===== src/rtl/sram_arb_pkg.sv =====
// sram_arb_pkg: shared types and byte-merge helper for sram_port_arbiter
package sram_arb_pkg;
  typedef enum logic [1:0] {IDLE, RSP, RMW_WR} state_t;
  typedef enum logic {OWN_IF, OWN_D} owner_t;
  function automatic logic [63:0] merge_bytes(input logic [63:0] old_w, input logic [63:0] new_w, input logic [7:0] strb);
    for (int i = 0; i < 8; i++) merge_bytes[i*8+:8] = strb[i] ? new_w[i*8+:8] : old_w[i*8+:8];
  endfunction
endpackage


===== src/rtl/sram_arb_grant2.sv =====
// sram_arb_grant2: 2-way grant, data-over-fetch or round-robin when SRAM_ARB_ROUND_ROBIN_EN is defined
module sram_arb_grant2 import sram_arb_pkg::*; (
`ifdef SRAM_ARB_ROUND_ROBIN_EN
  input  logic clk,
  input  logic rst,
`endif
  input  logic en,
  input  logic req_if,
  input  logic req_d,
  output logic gnt_if,
  output logic gnt_d
);
`ifdef SRAM_ARB_ROUND_ROBIN_EN
  owner_t last_grant_q, last_grant_d;
  // on contention favour the port that did not win last time
  always_comb begin
    gnt_d = en & req_d & (~req_if | last_grant_q == OWN_IF);
    gnt_if = en & req_if & ~gnt_d;
    last_grant_d = gnt_d ? OWN_D : gnt_if ? OWN_IF : last_grant_q;
  end
  // remember the most recent grant
  always_ff @(posedge clk) begin
    if (rst) last_grant_q <= OWN_IF;
    else last_grant_q <= last_grant_d;
  end
`else
  // data port always wins
  always_comb begin
    gnt_d = en & req_d;
    gnt_if = en & req_if & ~req_d;
  end
`endif
endmodule


===== src/rtl/sram_port_arbiter.sv =====
// sram_port_arbiter: shares one word SRAM between fetch and load/store ports (SRAM_ARB_ROUND_ROBIN_EN selects round-robin)
module sram_port_arbiter import sram_arb_pkg::*; #(
  parameter int XLEN = 32,
  parameter int DEPTH = 262144
) (
  input  logic              clk,
  input  logic              rst,
  input  logic              if_req_valid,
  output logic              if_req_ready,
  input  logic [XLEN-1:0]   if_req_addr,
  output logic              if_rsp_valid,
  output logic [XLEN-1:0]   if_rsp_data,
  output logic              if_rsp_err,
  input  logic              d_req_valid,
  output logic              d_req_ready,
  input  logic              d_req_we,
  input  logic [XLEN-1:0]   d_req_addr,
  input  logic [XLEN-1:0]   d_req_wdata,
  input  logic [XLEN/8-1:0] d_req_wstrb,
  output logic              d_rsp_valid,
  output logic [XLEN-1:0]   d_rsp_rdata,
  output logic              d_rsp_err,
  output logic              sram_we,
  output logic [$clog2(DEPTH)-1:0] sram_addr,
  output logic [XLEN-1:0]   sram_wdata,
  input  logic [XLEN-1:0]   sram_rdata
);
  localparam int AW = $clog2(DEPTH);
  localparam int SW = XLEN / 8;
  state_t state_q, state_d;
  owner_t own_q, own_d;
  logic rd_q, rd_d, err_q, err_d;
  logic [AW-1:0] wa_q, wa_d;
  logic [XLEN-1:0] wd_q, wd_d;
  logic [SW-1:0] ws_q, ws_d;
  logic en, gnt_if, gnt_d, acc, oor, st, full, part, rsp, unused_addr_lsbs;
  logic [XLEN-3:0] addr;
  assign unused_addr_lsbs = ^{if_req_addr[1:0], d_req_addr[1:0]};
  assign en = ~rst & (state_q != RMW_WR);
  sram_arb_grant2 u_grant (
`ifdef SRAM_ARB_ROUND_ROBIN_EN
    .clk(clk),
    .rst(rst),
`endif
    .en(en),
    .req_if(if_req_valid),
    .req_d(d_req_valid),
    .gnt_if(gnt_if),
    .gnt_d(gnt_d)
  );
  // request decode and SRAM drive; the RMW cycle replays the registered store
  always_comb begin
    acc = gnt_if | gnt_d;
    addr = gnt_d ? d_req_addr[XLEN-1:2] : if_req_addr[XLEN-1:2];
    oor = |addr[XLEN-3:AW];
    st = gnt_d & d_req_we;
    full = &d_req_wstrb;
    part = ~full & |d_req_wstrb;
    if_req_ready = en & (gnt_if | ~if_req_valid);
    d_req_ready = en & (gnt_d | ~d_req_valid);
    sram_we = state_q == RMW_WR ? ~rst : st & full & ~oor;
    sram_addr = state_q == RMW_WR ? wa_q : addr[AW-1:0];
    sram_wdata = state_q == RMW_WR ? XLEN'(merge_bytes(64'(sram_rdata), 64'(wd_q), 8'(ws_q))) : d_req_wdata;
  end
  // next state and response bookkeeping
  always_comb begin
    state_d = IDLE;
    own_d = own_q;
    rd_d = 1'b0;
    err_d = 1'b0;
    wa_d = wa_q;
    wd_d = wd_q;
    ws_d = ws_q;
    if (state_q == RMW_WR) begin
      state_d = RSP;
      own_d = OWN_D;
    end else if (acc) begin
      state_d = st & part & ~oor ? RMW_WR : RSP;
      own_d = gnt_d ? OWN_D : OWN_IF;
      rd_d = ~st & ~oor;
      err_d = oor;
      wa_d = addr[AW-1:0];
      wd_d = d_req_wdata;
      ws_d = d_req_wstrb;
    end
  end
  // state and registered request
  always_ff @(posedge clk) begin
    if (rst) begin
      state_q <= IDLE;
      own_q <= OWN_IF;
      rd_q <= 1'b0;
      err_q <= 1'b0;
      wa_q <= '0;
      wd_q <= '0;
      ws_q <= '0;
    end else begin
      state_q <= state_d;
      own_q <= own_d;
      rd_q <= rd_d;
      err_q <= err_d;
      wa_q <= wa_d;
      wd_q <= wd_d;
      ws_q <= ws_d;
    end
  end
  // route the due response to its owner; read data comes straight from the SRAM output register
  always_comb begin
    rsp = ~rst & (state_q == RSP);
    if_rsp_valid = rsp & (own_q == OWN_IF);
    d_rsp_valid = rsp & (own_q == OWN_D);
    if_rsp_data = if_rsp_valid & rd_q ? sram_rdata : '0;
    d_rsp_rdata = d_rsp_valid & rd_q ? sram_rdata : '0;
    if_rsp_err = if_rsp_valid & err_q;
    d_rsp_err = d_rsp_valid & err_q;
  end
endmodule


===== config.mk =====
export PLATFORM = sky130hd
export DESIGN_NAME = sram_port_arbiter
export DESIGN_NICKNAME = d
export VERILOG_FILES = /design/src/rtl/sram_arb_pkg.sv /design/src/rtl/sram_arb_grant2.sv /design/src/rtl/sram_port_arbiter.sv
export SDC_FILE = /design/constraint.sdc
export NUM_CORES = 1
export LEC_CHECK = 0
export CORE_MARGIN = 3
export CORE_UTILIZATION = 35
export CTS_CLUSTER_DIAMETER = 100
export DETAILED_ROUTE_END_ITERATION = 8
export PLACE_DENSITY = 0.81
export SYNTH_ARGS = -nofsm -noshare
export SYNTH_HDL_FRONTEND = slang
export SYNTH_SLANG_ARGS = --single-unit

===== constraint.sdc =====
create_clock -name clk -period 2.05 [get_ports clk]
set_clock_uncertainty 0.2 [all_clocks]
set_input_delay 0.41 -clock clk [delete_from_list [all_inputs] [get_ports clk]]
set_output_delay 0.41 -clock clk [all_outputs]
set_load 0.05 [all_outputs]

==> impl_metrics.py, run 1 <==
metrics = {
    "cts": {
        "cts_buffers": 9,
        "clock_sinks": 59,
        "path_clk_slew_ps": 70,
        "ctsHtreeMaxLevel": 3,
        "clock_path_buffers": 2,
        "clkLatencyLatePin_ps": 330,
        "clockRootBuffer": "clkbuf_8",
        "cts_tree": "built",
    },
    "routing": {
        "vias": 5766,
        "antenna_left": 0,
        "drc_errors": 0,
        "wirelength_um": 26200,
        "initialDrtViolationCount": 469,
        "via_per_inst": 6.24,
        "wl_per_cell_um": 28.3,
        "first_pass_iters": 5,
    },
    "setup_path": {
        "worstRegToRegCells": 7,
        "reg2reg_to": "state_q[0]",
        "required_ps": 1440,
        "timing.rr.start": "state_q[0]",
        "start_kind": "register",
        "critPathKind": "register to output pin",
        "worst_setup_path_end_kind": "output pin",
        "crit_path_max_fanout": 6,
        "reg2reg_slack_ps": 180,
        "critPathArrivalTime_ps": 1810,
    },
    "finish": {
        "n_fill_cell": 200,
        "final_nets": 923,
        "area_growth_pct": 163,
        "diodes": 0,
        "postLayoutCellArea_um2": 9520,
        "layout-drive-gt1-share_pct": 48.0,
    },
    "placement": {
        "place_area_um2": 8030,
        "io_buffers": 253,
        "dpl.hpwl_um": 12800,
        "routabilityCongestion": 0.874,
    },
    "floorplan": {
        "ios": 258,
        "die_h_um": 108,
        "dieArea_um2": 11600,
        "fp.coreArea_um2": 9910,
        "initial_core_util_pct": 36.6,
        "num_rows": 36,
        "dieWidth_um": 108,
    },
    "sta": {
        "period_needed_ps": 2420,
        "fin_ws_ps": -374,
        "drv_slew": 0,
        "tightest_slew_ps": 547,
        "hold_viol_final": 0,
        "fin_crit_sh_pct": 118,
        "rsz0062_at_grt": "true",
        "fmax_mhz": 413,
        "relSlewSlack_pct": 63.2,
        "setup_viol_count_final": 119,
    },
    "yosys": {
        "netlist_top_cells_count": "105 x nand2_1, 64 x and3_1, 59 x dfxtp_1",
        "ys_async_sr_fraction_pct": 0,
        "ys_top_cells_by_area": "dfxtp_1 33%, mux2i_1 14%, and3_1 11%",
        "ys.flop_type": "dfxtp_1",
        "ys_seq_area_share_pct": 32.6,
        "yosys.area_share.adder_pct": 0,
        "syn_area_um2": 3620,
        "synth_compound_area_share_pct": 16.8,
        "synth_top_area_cell": "dfxtp_1",
        "yosysMostFrequentCell": "nand2_1",
        "synth_edf_count": 0,
        "yosys.area_share.simple_pct": 30.9,
        "syn_avg_cell_area_um2": 7.26,
        "synth_mux_area_share_pct": 13.8,
        "ys_types": 30,
        "syn_nets": 636,
        "synth.ff_latch_count": 59,
        "synth_cells": 499,
        "yosys.area.top_type_share_pct": 32.6,
        "synth_xor_xnor_area_share_pct": 0,
        "synth_top_family_by_area": "simple AND/OR/NAND/NOR gates",
        "ys_warn_count": 0,
    },
    "pwr": {
        "ir_worst_vdd_mv": 0.378,
        "finalPower_mw": 3.97,
        "p_per_area_nw_per_um2": 418,
        "leakage_nw": 3.81,
    },
    "grt": {
        "gr-max-usage-layer": "met2",
        "grt_max_degree": 45,
        "antenna_found_initial": 0,
        "grt_use_met2_pct": 56.8,
        "grtUsageMet3_pct": 6.84,
        "grt_util_met1_pct": 32.8,
        "grt-ovfl-total": 0,
        "grt_pass1_wl_um": 28200,
        "grt_pass1_vias": 5141,
        "track_usage_pct": 30.8,
    },
    "hold_path": {
        "hp-class": "input port to register",
        "min_from": "rst",
        "hold_end": "own_q",
        "hold_depth": 2,
    },
    "outcome": {
        "status": "finished with violations",
        "violations": "negative setup slack",
    },
    "flow_run": {
        "maxCapViolations": 0,
    },
}
area by class of cell:
class	instances	area [um^2]	area share (%)
Timing Repair Buffer	324	4550	47.8
Multi-Input combinational cell	390	3400	35.7
Sequential cell	59	1180	12.4
Tap cell	133	166	1.75
Clock buffer	10	128	1.34
Clock inverter	6	80.1	0.842
Inverter	2	7.51	0.0789
worst max-delay path by stage:
stage	startpoint	endpoint	cells after the start
final	state_q[0]	sram_addr[15]	7
after global routing	state_q[0]	sram_addr[15]	7
after CTS	state_q[0]	sram_addr[7]	7
after detailed placement	d_req_addr[28]	sram_we	5
after global placement	d_req_addr[28]	sram_we	5
after floorplan	state_q[0]	sram_wdata[0]	4
cells in the final DEF (no fill, tap or decap), drive strengths merged, types with 4 or more instances in the layout:
cell type	Yosys	final
mux2i	50	50
nor2	39	39
a21oi	56	56
o21ai	32	32
nand2	105	105
clkdlybuf4s50	0	119
dfxtp	59	59
nor4	6	6
a211oi	19	19
clkinv	0	4
dlygate4sd2	0	9
buf	19	182
clkbuf	29	21
and3	64	64
per-layer routing:
| layer | share of wire [%] | up-vias |
|---|---|---|
| li1 | - | 2318 |
| met1 | 32 | 2769 |
| met2 | 51 | 502 |
| met3 | 8.9 | 177 |
| met4 | 8.2 | 0 |
| met5 | 0 | - |
worst max-delay path: stages (launching register included):
cell	delay, ps
dfxtp_2	340
nand2b_4	130
nand3b_1	120
buf_6	160
buf_12	150
mux2i_4	210
a21oi_4	190
buf_6	180
timing repair:
| action | CTS | global route |
|---|---|---|
| endpoints found under the setup margin | 120 | 120 |
| cloned | 3 | 15 |
| pin swaps | 21 | 35 |
| hold buffers | 0 | 0 |
| setup buffers | 5 | 10 |
| resized for setup | 69 | 101 |
flip-flops by register name (all words and copies together) (netlist names):
register,cells
wd_q,32
wa_q,18
ws_q,4
state_q,2
err_q,1
own_q,1
rd_q,1
power breakdown:
part,internal [mW],switching [mW],total [mW]
clock network,0.677,0.514,1.19
logic,0.707,0.802,1.51
registers,1.22,0.0556,1.27
per-stage QoR:
step | setup slack (ps) | setup TNS (ps) | hold WS, ps | utilization, % | std cells
4_1_cts | -318 | -26460 | 154 | 87.3 | 899
3_5_place_dp | -475 | -17390 | 246 | 81.0 | 876
3_3_place_gp | -422 | -12330 | 241 | 81.0 | 876
5_1_grt | -393 | -37530 | 155 | 96.0 | 924
2_1_floorplan | -161 | -1580 | 236 | - | 499
6_report | -374 | -34260 | 148 | 96.0 | 924
cells by family after synthesis:
| family | count (synthesis) |
|---|---|
| and+or+nand+nor | 230 |
| AOI/OAI and AO/OA | 110 |
| DFF | 59 |
| muxes | 50 |
| buffers and inverters | 50 |
(Power assumes the default switching activity.)
==> run 2: changes to the inputs <==
SLEW_MARGIN = 40   (was unset)
clock period = 2.5 ns   (was 2.05 ns; I/O delays follow)
==> run 2 against run 1 <==
  * Sequential share of layout area grew 2.0 points
  * Largest power group unchanged
  * Clock power shrank 29%
  * Via count shrank 13%
  * Sequential cell count is the same
  * Largest cell class unchanged
  * Wire length shrank 26%
  * Worst setup slack gained 310 ps
  * Cell count shrank 3.5%
  * The run still ends with negative setup slack left
  * First-iteration DRC count shrank 16%
==> impl_metrics.py, run 2 (synthesis gave the netlist of run 1 again) <==
metrics = {
    "pwr": {
        "combPwrFrac_pct": 36.6,
        "ir_worst_vdd_mv": 0.276,
        "internal_power_mw": 2.00,
        "p_sw_mw": 0.997,
        "pwr-share-seq_pct": 35.1,
        "leakage_nw": 3.51,
        "finalPower_mw": 3.00,
        "p_per_area_nw_per_um2": 365,
        "pwr-share-clk_pct": 28.2,
        "swShare_pct": 33.2,
    },
    "finish": {
        "final_core_utilization_pct": 82.9,
        "final_nets": 892,
        "largest_reg_flops": 32,
        "n_fill_cell": 507,
        "area_growth_pct": 127,
        "layout-drive-gt1-share_pct": 32.5,
        "top_regs": "wd_q: 32 flops, wa_q: 18 flops, ws_q: 4 flops",
        "ff_latch_area_um2": 1190,
        "final_common_cell": "buf_12",
        "final_cell_mix": "127 x buf_12, 118 x clkdlybuf4s50_1, 104 x nand2_1, 57 x dfxtp_1, 49 x and3_1",
        "multi_input_area_um2": 2560,
        "diodes": 0,
        "regMostFlops": "wd_q",
        "stdcell_count": 892,
    },
    "flow_run": {
        "maxCapViolations": 0,
    },
    "floorplan": {
        "num_rows": 36,
        "fp.coreArea_um2": 9910,
        "die_h_um": 108,
        "dieWidth_um": 108,
        "initial_core_util_pct": 36.6,
        "dieArea_um2": 11600,
        "ios": 258,
    },
    "setup_path": {
        "crit_path_max_fanout": 8,
        "cp_cell_sequence": "nand2b_4 -> nand3b_1 -> buf_6 -> buf_12 -> mux2i_2 -> a21oi_2 -> buf_12",
        "cpPeakStageDelay_ps": 330,
        "slowest_stage": "dfxtp_2",
        "worst_setup_path_end_kind": "output pin",
        "critPathKind": "register to output pin",
        "required_ps": 1800,
        "start_kind": "register",
        "critPathArrivalTime_ps": 1860,
        "critical-path-top-delay-family": "buffers and inverters",
        "crit_buf_inv": 3,
        "crit_top_cell": "buf_12",
    },
    "grt": {
        "grt_max_degree": 53,
        "grt-ovfl-total": 0,
        "antenna_found_initial": 0,
        "grt_pass1_wl_um": 27400,
        "track_usage_pct": 29.9,
        "grt_pass1_vias": 5194,
    },
    "sta": {
        "fin_crit_sh_pct": 102,
        "setup_viol_count_final": 8,
        "fin_ws_ps": -59.3,
        "tightest_slew_ps": 610,
        "rsz0062_at_grt": "true",
        "fmax_mhz": 391,
        "holdWs_ps": 257,
        "hold_viol_final": 0,
        "relSlewSlack_pct": 59.3,
        "drv_slew": 0,
        "period_needed_ps": 2560,
    },
    "placement": {
        "routabilityCongestion": 0.834,
        "dpl.hpwl_um": 12600,
        "place_ws_ps": -256,
        "io_buffers": 253,
        "dp.cells": 873,
    },
    "routing": {
        "via_per_inst": 5.64,
        "vias": 5035,
        "wl_per_cell_um": 21.8,
        "antenna_left": 0,
        "initialDrtViolationCount": 394,
        "drc_errors": 0,
        "wirelength_um": 19400,
        "first_pass_iters": 5,
    },
    "cts": {
        "path_clk_slew_ps": 70,
        "clkLatencyLatePin_ps": 330,
        "clockRootBuffer": "clkbuf_8",
        "cts_tree": "built",
        "hold_buffers": 0,
        "ctsHtreeMaxLevel": 3,
        "clock_sinks": 59,
        "clock_path_buffers": 2,
        "cts_buffers": 9,
    },
    "outcome": {
        "violations": "negative setup slack",
        "status": "finished with violations",
    },
    "hold_path": {
        "hp-class": "register to register",
    },
}
==> run 2: changes by cell type in the layout (fill, tap and decap cells not counted), sizes merged <==
| cell | delta |
|---|---|
| clkbuf | -10 |
| clkdlybuf4s15 | -1 |
| clkdlybuf4s50 | -1 |
| bufinv | -1 |
| clkinvlp | +1 |
| buf | -20 |
==> run 2: routing by layer <==
| layer | GRT usage (%) | vias to the layer above | wire (um) | share of wire (%) |
|---|---|---|---|---|
| met5 | 0 | - | 0 | 0 |
| met4 | 13.5 | 0 | 855 | 4.4 |
| met1 | 32.1 | 2419 | 6820 | 35 |
| li1 | - | 2250 | - | - |
| met3 | 6.90 | 70 | 1550 | 8.0 |
| met2 | 55.2 | 296 | 10200 | 53 |
==> run 2: layout make-up <==
| class | instances | area share (%) |
|---|---|---|
| timing repair buffer | 293 | 50.0 |
| multi-input combinational | 390 | 31.2 |
| sequential | 59 | 14.4 |
| tap | 133 | 2.03 |
| clock buffer | 9 | 1.51 |
| clock inverter | 6 | 0.701 |
| inverter | 2 | 0.0914 |
==> run 2: per-stage QoR <==
step / area, um^2 / setup TNS, ps
detailed placement: 7760 / -2250
finish: 8220 / -230
global placement: 7760 / -1760
global route: 8220 / -1120
CTS: 8120 / -401
floorplan: 3720 / -740
==> run 2: power groups by stage <==
stage,combinational [mW],clock (mW),sequential (mW)
finish,1.10,0.847,1.05
global route,1.14,0.897,1.06
CTS,1.04,0.834,1.05
detailed placement,1.00,0,1.07
global placement,0.974,0,1.06
floorplan,0.442,0,1.04
==> run 2: final timing paths <==
kind	from	end	slack, ps	cells past startpoint
worst max-delay path	state_q[0]	sram_addr[3]	-60	7
worst min register to register	wd_q[23]	wd_q[23]	260	2
worst max register to register	state_q[0]	wa_q[6]	650	8
worst min-delay path	wd_q[23]	wd_q[23]	260	2
==> run 2: tightest hold or removal path, delay by kind of cell, from the launching register on <==
kind            cells  cell delay [ps]
flops               1              310
simple gates        1               50
compound gates      1               50
==> run 2: what timing repair did <==
action | CTS | global route
gates cloned | 1 | 0
endpoints found under the setup margin | 19 | 19
pin swaps | 10 | 6
setup buffers | 3 | 3
resized for setup | 50 | 19
